==> src/rtl/morra_match_scoreboard.sv <==
// Match scoreboard for the MorraCinese FSMD. It tallies the rounds in each game
// and the games in each match, then latches the match winner.
module morra_match_scoreboard #(
    parameter int unsigned GAMES_TO_WIN = 2,
    parameter int unsigned MAX_GAMES    = 3,
    parameter int unsigned CW           = 4
) (
    input  logic          clk,
    input  logic          rst,
    input  logic          start,
    input  logic          match_clear,
    input  logic [1:0]    round,
    input  logic [1:0]    game,
    output logic [CW-1:0] rounds_played,
    output logic [CW-1:0] p1_rounds,
    output logic [CW-1:0] p2_rounds,
    output logic [CW-1:0] draw_rounds,
    output logic [CW-1:0] p1_games,
    output logic [CW-1:0] p2_games,
    output logic [CW-1:0] draw_games,
    output logic          game_done,
    output logic          match_over,
    output logic [1:0]    match_winner
);

    typedef enum logic [1:0] {
        IDLE,
        IN_GAME,
        MATCH_OVER
    } state_t;

    localparam logic [CW-1:0] CNT_MAX = '1;
    localparam logic [CW-1:0] WIN_T   = CW'(GAMES_TO_WIN);
    localparam logic [CW+1:0] MAX_T   = (CW+2)'(MAX_GAMES);

    state_t state;

    function automatic logic [CW-1:0] sat_inc(input logic [CW-1:0] v);
        return (v == CNT_MAX) ? v : v + 1'b1;
    endfunction

    // Post-increment game tallies; the match decision is taken on these values.
    logic [CW-1:0] p1g_nx, p2g_nx, dg_nx;
    logic [CW+1:0] total_nx;
    logic [1:0]    budget_winner;

    always_comb begin
        p1g_nx = p1_games;
        p2g_nx = p2_games;
        dg_nx  = draw_games;
        case (game)
            2'b01:   p1g_nx = sat_inc(p1_games);
            2'b10:   p2g_nx = sat_inc(p2_games);
            2'b11:   dg_nx  = sat_inc(draw_games);
            default: ;
        endcase
        total_nx = {2'b00, p1g_nx} + {2'b00, p2g_nx} + {2'b00, dg_nx};
        if (p1g_nx > p2g_nx)
            budget_winner = 2'b01;
        else if (p2g_nx > p1g_nx)
            budget_winner = 2'b10;
        else
            budget_winner = 2'b11;
    end

    always_ff @(posedge clk) begin
        if (rst || match_clear) begin
            state         <= IDLE;
            rounds_played <= '0;
            p1_rounds     <= '0;
            p2_rounds     <= '0;
            draw_rounds   <= '0;
            p1_games      <= '0;
            p2_games      <= '0;
            draw_games    <= '0;
            game_done     <= 1'b0;
            match_over    <= 1'b0;
            match_winner  <= 2'b00;
        end else begin
            game_done <= 1'b0;
            case (state)
                IDLE: begin
                    if (start) begin
                        rounds_played <= '0;
                        p1_rounds     <= '0;
                        p2_rounds     <= '0;
                        draw_rounds   <= '0;
                        state         <= IN_GAME;
                    end
                end

                IN_GAME: begin
                    if (start) begin
                        rounds_played <= '0;
                        p1_rounds     <= '0;
                        p2_rounds     <= '0;
                        draw_rounds   <= '0;
                    end else begin
                        if (round != 2'b00) begin
                            rounds_played <= sat_inc(rounds_played);
                            case (round)
                                2'b01:   p1_rounds   <= sat_inc(p1_rounds);
                                2'b10:   p2_rounds   <= sat_inc(p2_rounds);
                                default: draw_rounds <= sat_inc(draw_rounds);
                            endcase
                        end
                        if (game != 2'b00) begin
                            p1_games   <= p1g_nx;
                            p2_games   <= p2g_nx;
                            draw_games <= dg_nx;
                            game_done  <= 1'b1;
                            if (p1g_nx == WIN_T) begin
                                match_winner <= 2'b01;
                                match_over   <= 1'b1;
                                state        <= MATCH_OVER;
                            end else if (p2g_nx == WIN_T) begin
                                match_winner <= 2'b10;
                                match_over   <= 1'b1;
                                state        <= MATCH_OVER;
                            end else if (total_nx == MAX_T) begin
                                match_winner <= budget_winner;
                                match_over   <= 1'b1;
                                state        <= MATCH_OVER;
                            end else begin
                                state <= IDLE;
                            end
                        end
                    end
                end

                MATCH_OVER: ;

                default: state <= IDLE;
            endcase
        end
    end

endmodule
==> config.mk <==
export PLATFORM = sky130hd
export DESIGN_NAME = morra_match_scoreboard
export DESIGN_NICKNAME = d
export VERILOG_FILES = /design/src/rtl/morra_match_scoreboard.sv
export SDC_FILE = /design/constraint.sdc
export NUM_CORES = 1
export LEC_CHECK = 0
export CORE_MARGIN = 2
export CORE_UTILIZATION = 53
export CTS_CLUSTER_DIAMETER = 100
export CTS_CLUSTER_SIZE = 24
export DETAILED_ROUTE_END_ITERATION = 12
export PLACE_DENSITY = 0.9
export SYNTH_ARGS = -nofsm -noshare
export SYNTH_HDL_FRONTEND = slang
export SYNTH_SLANG_ARGS = --single-unit
==> constraint.sdc <==
create_clock -name clk -period 4.3 [get_ports clk]
set_input_delay 0.645 -clock clk [delete_from_list [all_inputs] [get_ports clk]]
set_output_delay 0.645 -clock clk [all_outputs]
set_load 0.05 [all_outputs]
; ---- Word level (Yosys, flattened, before mapping)
; Index checks and enable logic that the tools add are counted.
[totals]
latch_bits = 0
input_bits = 8
regBits = 34
word_cells = 110
memories = 0
romBits = 0
ramBits = 0
[classes]
shift = 0
n_div = 0
n_mul = 0
reduce_logical = 15
n_mux = 42
n_lt_le_gt_ge = 2
n_eq_ne = 28
n_bitwise = 3
n_addsub = 9
[ops]
columns = op, count
row1 = two-way mux 4 bit, 22
row2 = case mux 4 bit (2 select lines), 4
row3 = "adder 4 x 1 -> 4 bit, second input constant", 7
row4 = "equality test 4 bit, second input constant", 7
row5 = two-way mux 2 bit, 10
row6 = "!= test 3 bit, second input constant", 6
row7 = AND reduction 5 bit, 3
row8 = AND reduction 4 bit, 3
row9 = "equality test 2 bit, second input constant", 4
row10 = "equality test 4 x 2 -> 1 bit, second input constant", 2
row11 = greater-than comparator 4 bit, 2
row12 = adder 5 x 4 -> 6 bit, 1
row13 = "equality test 2 x 1 -> 1 bit, second input constant", 3
row14 = "equality test 6 x 2 -> 1 bit, second input constant", 1
row15 = "!= test 2 bit, second input constant", 3
row16 = "!= test 3 x 2 -> 1 bit, second input constant", 2
row17 = case mux 2 bit (3 select lines), 1
row18 = nonzero test 2 bit, 3
row19 = adder 4 x 4 -> 5 bit, 1
row20 = two-way mux 1 bit, 5
row21 = NOT 1 bit, 3
row22 = AND reduction 3 bit, 1
row23 = nonzero test 3 bit, 1
row24 = OR reduction 3 bit, 1
row25 = other kinds (3), 3

; ---- Logic depth before layout (Yosys ltp)
; Gate-level depths: netlist of run 1.
[logic_depth]
depth_word = 12
depth_mapped = 17
mapped_depth_nobuf = 17

; ---- Worst setup path before layout of run 1
; Ideal clock, no wire load.
[synth_timing]
kind = reg-to-reg
start = register p2_games[0]
end = register match_winner[1]
slack_ns = 0.476
arrival_ns = 3.694
path_stages_with_launch = 14
n_path_buf = 0
cell_sequence = dfxtp_1 > ha_1 > nand3_1 > nand2_1 > mux2_2 > fa_1 > ha_1 > inv_1 > fa_1 > a211oi_1 > mux2i_1 > nor3_1 > mux2i_1 > a211oi_2
[synth_via]
elab_chain_cells = 8
word_cells_on_any_way = 15
classes_between = 3 x add/sub / 1 x order compare / 3 x eq/ne / 6 x mux / 2 x reduce/logical
[synth_lines]
columns = item, line_no
row1 = from (decl), 19  ; output logic [CW-1:0] p2_games,
row2 = from (signal assigned), 109  ; p2_games <= p2g_nx;
row3 = adder 4 x 1 -> 4 bit or equality test 4 bit (tied branches), 39  ; return (v == CNT_MAX) ? v : v + 1'b1;
row4 = two-way mux 4 bit *, 39
row5 = two-way mux 4 bit *, 51  ; case (game)
row6 = net p2g_nx[1], 43  ; logic [CW-1:0] p1g_nx, p2g_nx, dg_nx;
row7 = adder 4 x 4 -> 5 bit or greater-than comparator 4 bit (tied branches), "57, 58"
row8 = adder 5 x 4 -> 6 bit or two-way mux 2 bit (tied branches), "57, 58"
row9 = equality test 6 x 2 -> 1 bit or two-way mux 2 bit (tied branches), 120  ; end else if (total_nx == MAX_T) begin
row10 = nonzero test 3 bit (no source line) or two-way mux 2 bit (tied branches), --
row11 = AND reduction 4 bit (no source line) or two-way mux 2 bit (tied branches), --
row12 = to (signal assigned), 121  ; match_winner <= budget_winner;
row13 = to (decl), 23  ; output logic [1:0] match_winner
; Mark *: on every way through the listed nets, which the timed path passes. The rest lies on a longest branch. The select of a mux whose other input is x is not followed.
; A chain may end at the register's enable or synchronous reset.

; ---- Worst setup path in the final report of run 1
[layout_timing]
start = input game[0]
end = register match_winner[1]
[layout_via]
word_cells_on_any_way = 19
classes_between = 2 x add/sub / 1 x order compare / 6 x eq/ne / 7 x mux / 3 x reduce/logical
[layout_rtl]
columns = item, line_no
row1 = from (decl), 13  ; input logic [1:0] game,
row2 = equality test 2 bit, 51
row3 = two-way mux 4 bit, 51
row4 = net dg_nx[1], 43
row5 = adder 5 x 4 -> 6 bit, 57  ; total_nx = {2'b00, p1g_nx} + {2'b00, p2g_nx} + {2'b00, dg_nx};
row6 = equality test 6 x 2 -> 1 bit, 120
row7 = nonzero test 3 bit (no source line), --
row8 = AND reduction 4 bit (no source line), --
; The timed path passes the listed nets, and every way through them passes these cells. The select of a mux whose other input is x is not followed.

==> flow_summary_export.csv, run 1 <==
group,metric,value,unit
sta,tns,0,ns
cells_and_area,final_cell_area,2830,um^2
global_routing,grt_pass1_vias,1991,
sta,whs,0.459,ns
die,core,4060,um^2
global_routing,grt_pass1_wl,8910,um
setup_path,cp.arrival,4.19,ns
sta,setup_viol,0,
setup_path,crit_buf_inv,3,
synthesis,ys_warn_count,0,
setup_path,crit_family,"adder cells",
setup_path,cp-startpoint,"game[0]",
drt,routed.top_layer,"met4",
cts,cts.clk_slew.worst_paths,0.07,ns
setup_path,reg2reg_from,"p2_games[0]",
cts,numCtsBuffers,5,
setup_path,worst-path-stages,14,
pwr,switching_share,0.253,
setup_path,cpMaxStageDelayCell,"clkdlybuf4s50_1",
drt,vias_per_cell,5.65,
synthesis,syn_avg_cell_area,8.68,um^2
cts,clock-root-buffer,"clkbuf_8",
pwr,p_sw,161,uW
place,place_area,2740,um^2
place,dp_slack,-0.000414,ns
pwr,combPwrFrac,0.111,
setup_path,cp_max_fo,6,
synthesis,synth_seq_area_share,0.302,
pwr,p_int,476,uW
sta,clock_skew,0.00584,ns
sta,slew_headroom,0.537,
cts,htree_levels,2,
setup_path,cp_slowest_stage_delay,0.67,ns
place,port_buffers,39,
synthesis,syn-cell-area,2260,um^2
die,dieArea,4790,um^2
global_routing,grt.overflow.total,0,
drt,wirelength,5210,um
synthesis,yosysTopAreaCellShare,0.302,
die,die_h,69.2,um
pwr,power.density,225,nW/um^2
setup_path,cp.required,4.47,ns
sta,fin_crit,4.02,ns
sta,fmax,249,MHz
global_routing,groute.usage.overall,0.226,
outcome,status,"finished, final reports clean",
sta,hold_viol,0,
setup_path,crit_chain,"clkdlybuf4s50_1 -> nand2_1 -> a31oi_1 -> mux2_2 -> fa_1 -> ha_1 -> inv_1 -> fa_1 -> a211oi_1 -> mux2i_1 -> nor3_1 -> buf_4 -> mux2i_1 -> a211oi_2",
pwr,leakagePower,0.00110,uW
setup_path,path_class,"input pin to flop",
synthesis,synth_area_leader_cell,"dfxtp_1",
die,start_util,0.556,
min_path,min_path_type,"flop to flop",
synthesis,synth.top_cells.by_count,"nor2_1, dfxtp_1, ha_1, a21oi_1, nand3_1",
cts,cts_sinks,34,
cts,hold_buffers,0,
global_routing,antenna_found_initial,0,
drt,route.detailed.drc,0,
cells_and_area,area_growth,25.3,%
setup_path,r2r-end,"match_winner[1]",
pwr,irDropWorstVdd,0.000134,V
setup_path,critPathCaptureType,"flop",
setup_path,critPathLaunchType,"input pin",
setup_path,cp-endpoint,"match_winner[1]",
cts,cts_setup_buffers,0,
sta,rsz0062_at_grt,"no",
sta,fin_crit_sh,0.936,
setup_path,r2r_slack,0.61,ns
cts,cts-resized-gates,0,
setup_path,r2r_cells,14,
synthesis,syn_nets,293,
die,die_w,69.2,um
die,row_count,23,
cts,clock_latency,0.29,ns
drt,dr.first_iter.drc_count,108,
cells_and_area,drive_gt1_frac,0.107,
synthesis,ys_ff_latch,34,
place,place_inst,351,
die,io_pins,40,
synthesis,synth_area_leaders,"dfxtp_1, ha_1, nor2_1",
synthesis,async_reset_ff_frac,0,
cts,cts_max_path_buffers,2,
synthesis,synthDistinctLibCells,50,
sta,layout_setup_ws,0.277,ns
sta,worst_pin_slew,0.694,ns
sta,maxSlewViolCount,0,
drt,wl_per_cell,14.5,um
global_routing,grt_max_degree,16,
cts,cts_tree,"done",
pwr,seqPwrFrac,0.502,
pwr,p_clk_frac,0.387,
place,place_congestion,0.892,
cells_and_area,antenna_cells,0,
drt,num_vias,2027,
drt,wl_met3,248,um
drt,wl_met2,2680,um
flow_run,max-cap-violations,0,
synthesis,synth_ff_type,"dfxtp_1",
cells_and_area,fin_nets,341,
drt,firstDrtPassIters,4,
synthesis,syn_inst,260,
cells_and_area,layoutNonFillerInstCount,359,
place,post-dp-hpwl,3970,um
synthesis,synth.most_common_cell,"nor2_1",
drt,m1WireLength,2170,um
synthesis,synth_edf_count,0,
drt,ant_nets,0,
## power by group through the flow
stage	clock network [uW]	registers, uW	logic, uW
final	246	320	70.9
after global routing	266	320	78.0
after CTS	251	320	70.7
after detailed placement	0	327	70.0
after global placement	0	327	68.3
after floorplan	0	332	40.4
## cell usage in the layout, fill, tap and decap left out, types with 3 or more instances in the layout
cell,instances
a211oi_1,3
fa_1,4
inv_1,16
nor2_1,36
mux2i_1,7
buf_4,10
nand2_1,12
nand2b_1,5
xnor2_1,12
dfxtp_1,34
o21ai_0,9
clkbuf_8,6
ha_1,21
nor3b_1,3
o22ai_1,3
a21oi_1,18
mux2_2,3
nor3_1,5
nand3_1,17
nand4_1,4
xor2_1,4
clkdlybuf4s50_1,39
## metal layers
layer  track usage  vias up
li1              -     1004
met1         0.263      962
met2         0.404       51
met3        0.0436       10
met4        0.0959        0
met5             0        -
## cell families after synthesis
group / share of synthesized area
DFF: 0.302
muxes: 0.0527
buffers and inverters: 0.0477
xor gates and xnor gates: 0.0621
AOI/OAI and AO/OA: 0.148
and+or+nand+nor: 0.236
adders and majority gates: 0.152
## worst min-delay path, cell delays in order (launching register included)
cell and delay [ns]:
dfxtp_1 0.31, inv_1 0.05, a21oi_1 0.05
## how the worst min path moves through the flow
stage | startpoint | cells past startpoint | end | slack, ns
finish | match_over | 2 | match_over | 0.46
global route | match_over | 2 | match_over | 0.49
CTS | match_over | 2 | match_over | 0.46
detailed placement | match_over | 2 | match_over | 0.45
global placement | match_over | 2 | match_over | 0.44
floorplan | state[0] | 2 | state[0] | 0.51
## final cells by class
type                       count  area, um^2
timing repair buffer          49         465
clock buffer                   7        86.3
sequential                    34         681
inverter                      16        60.1
tap                           50        62.6
clock inverter                 1        5.00
multi-input combinational    202        1470
fill                         337        1230
## metrics by stage
| stage | util | power [uW] |
|---|---|---|
| 2_1_floorplan | - | 373 |
| 3_3_place_gp | 0.674 | 395 |
| 5_1_grt | 0.697 | 664 |
| 4_1_cts | 0.697 | 642 |
| 6_report | 0.697 | 637 |
| 3_5_place_dp | 0.674 | 397 |
## sequential cells by signal, indices dropped and copies added (netlist names)
name and count:
game_done 1, draw_rounds 4, p1_games 4, state 2, p2_rounds 4, p1_rounds 4
draw_games 4, p2_games 4, match_over 1, rounds_played 4, match_winner 2
Power figures use the tool's default switching activity.
==> inputs of run 2 (changes only) <==
--- a/config.mk
+++ b/config.mk
@@ -5,7 +5,6 @@
 export SDC_FILE = /design/constraint.sdc
 export NUM_CORES = 1
 export LEC_CHECK = 0
-export CORE_MARGIN = 2
 export CORE_UTILIZATION = 53
 export CTS_CLUSTER_DIAMETER = 100
 export CTS_CLUSTER_SIZE = 24
==> run 2 against run 1 <==
Largest power group is now the clock network. Non-clock buffer count is the same. Cell count unchanged. Global-route usage rose by 2.5 points.
==> flow_summary_export.csv, run 2 (synthesis gave the netlist of run 1 again) <==
group,metric,value,unit
setup_path,critPathCaptureType,"flop",
cts,clock-root-buffer,"clkbuf_8",
drt,wl_per_cell,14.2,um
die,start_util,0.556,
sta,hold_viol,0,
drt,route.detailed.drc,0,
sta,layout_setup_ws,0.298,ns
global_routing,grt_pass1_wl,8560,um
pwr,leakagePower,0.00112,uW
setup_path,cp_slowest_stage_delay,0.63,ns
global_routing,antenna_found_initial,0,
cts,htree_levels,2,
sta,fmax,250,MHz
die,dieArea,4520,um^2
setup_path,crit_chain,"clkdlybuf4s50_1 -> nor2b_4 -> nand2_1 -> xnor2_1 -> inv_1 -> ha_1 -> inv_1 -> ha_1 -> or2_2 -> ha_1 -> inv_1 -> fa_1 -> nand4_1 -> nor3_1 -> buf_4 -> o31ai_1 -> a21oi_1",
setup_path,cp_max_fo,8,
cts,numCtsBuffers,5,
pwr,power.density,264,nW/um^2
cts,clock_latency,0.30,ns
sta,rsz0062_at_grt,"no",
drt,dr.first_iter.drc_count,73,
pwr,irDropWorstVdd,0.000291,V
place,post-dp-hpwl,3860,um
min_path,min_path_type,"flop to flop",
place,place_congestion,0.890,
cts,cts_max_path_buffers,2,
cells_and_area,area_growth,27.6,%
cts,cts-resized-gates,0,
sta,fin_crit,4.00,ns
setup_path,cp.required,4.47,ns
cells_and_area,layout_common_cells,"clkdlybuf4s50_1, nor2_1, dfxtp_1",
die,row_count,23,
cts,cts.clk_slew.worst_paths,0.07,ns
sta,worst_pin_slew,0.624,ns
sta,slew_headroom,0.584,
sta,maxSlewViolCount,0,
global_routing,grt.overflow.total,0,
die,die_h,67.2,um
sta,fin_crit_sh,0.931,
die,die_w,67.2,um
global_routing,grt_pass1_vias,1971,
drt,vias_per_cell,5.60,
global_routing,groute.usage.overall,0.252,
cts,cts_setup_buffers,0,
setup_path,r2r_slack,0.67,ns
cells_and_area,fin_nets,341,
die,io_pins,40,
setup_path,cpMaxStageDelayCell,"clkdlybuf4s50_1",
drt,firstDrtPassIters,4,
global_routing,grt_util_met3,0.0405,
setup_path,critPathLaunchType,"input pin",
cts,hold_buffers,0,
global_routing,busiest_layer,"met2",
global_routing,grt_max_degree,16,
drt,wirelength,5100,um
global_routing,met1_usage,0.281,
place,port_buffers,39,
sta,setup_viol,0,
place,dp_slack,0.0585,ns
global_routing,use_met2,0.459,
flow_run,max-cap-violations,0,
setup_path,path_class,"input pin to flop",
outcome,status,"finished, final reports clean",
setup_path,cp.arrival,4.17,ns
sta,tns,0,ns
setup_path,crit_family,"adder cells",
cells_and_area,final_common_cell,"clkdlybuf4s50_1",
cts,cts_tree,"done",
cells_and_area,antenna_cells,0,
drt,ant_nets,0,
cells_and_area,drive_gt1_frac,0.110,
die,core,4060,um^2
sta,clock_skew,0.00877,ns
setup_path,crit_buf_inv,5,
cts,cts_sinks,34,
drt,num_vias,2011,
-- run 2: cell count changes in the layout (fill, tap and decap cells not counted), sizes merged --
cell / previous run / this run
bufinv: 0 / 2
clkbuf: 7 / 6
clkinv: 1 / 0
-- run 2: metal layers --
layer	routed length, um	vias to the layer above
met4	136	0
met2	2630	50
met1	2180	945
li1	-	1002
met3	163	14
met5	0	-
-- run 2: worst paths after layout --
path                          end        start  cells after the start
hold / removal         match_over   match_over                      2
setup reg to reg  match_winner[1]  p2_games[0]                     14
hold reg to reg        match_over   match_over                      2
setup / recovery         state[1]      game[1]                     17
-- run 2: layout make-up --
cell class | count | area (um^2)
tap | 50 | 62.6
multi-input combinational | 202 | 1470
clock buffer | 6 | 82.6
timing repair buffer | 49 | 465
inverter | 16 | 60.1
clock inverter | 2 | 60.1
sequential | 34 | 681
fill | 310 | 1180
-- run 2: worst register-to-register path, delay by kind of cell (launching register included) --
kind | cells | cell delay (ns)
fa+ha+maj | 4 | 1.37
buf+inv | 2 | 0.22
simple gates | 3 | 0.40
compound gates | 2 | 0.33
flops | 1 | 0.48
mux | 3 | 0.72
-- run 2: metrics by stage --
stage / area [um^2] / hold slack [ns] / total power (uW) / instances / util
6_report: 2880 / 0.455 / 760 / 359 / 0.710
3_3_place_gp: 2740 / 0.441 / 395 / 351 / 0.674
3_5_place_dp: 2740 / 0.445 / 397 / 351 / 0.674
5_1_grt: 2880 / 0.479 / 782 / 359 / 0.710
4_1_cts: 2880 / 0.456 / 767 / 359 / 0.710
2_1_floorplan: 2260 / 0.515 / 373 / 260 / -
-- run 2: power breakdown --
part / internal, uW / total, uW / switching [uW]
Combinational: 29.7 / 71.2 / 41.5
Sequential: 317 / 320 / 2.76
Clock: 247 / 369 / 121
Total: 594 / 760 / 166
==> inputs of run 3 (changes only) <==
--- a/config.mk
+++ b/config.mk
@@ -7,7 +7,7 @@
 export LEC_CHECK = 0
 export CORE_UTILIZATION = 53
 export CTS_CLUSTER_DIAMETER = 100
-export CTS_CLUSTER_SIZE = 24
+export CTS_CLUSTER_SIZE = 10
 export DETAILED_ROUTE_END_ITERATION = 12
 export PLACE_DENSITY = 0.9
 export SYNTH_ARGS = -nofsm -noshare
==> results of run 3 <==
Final layout, timing and power as in run 2 (identical DEF).
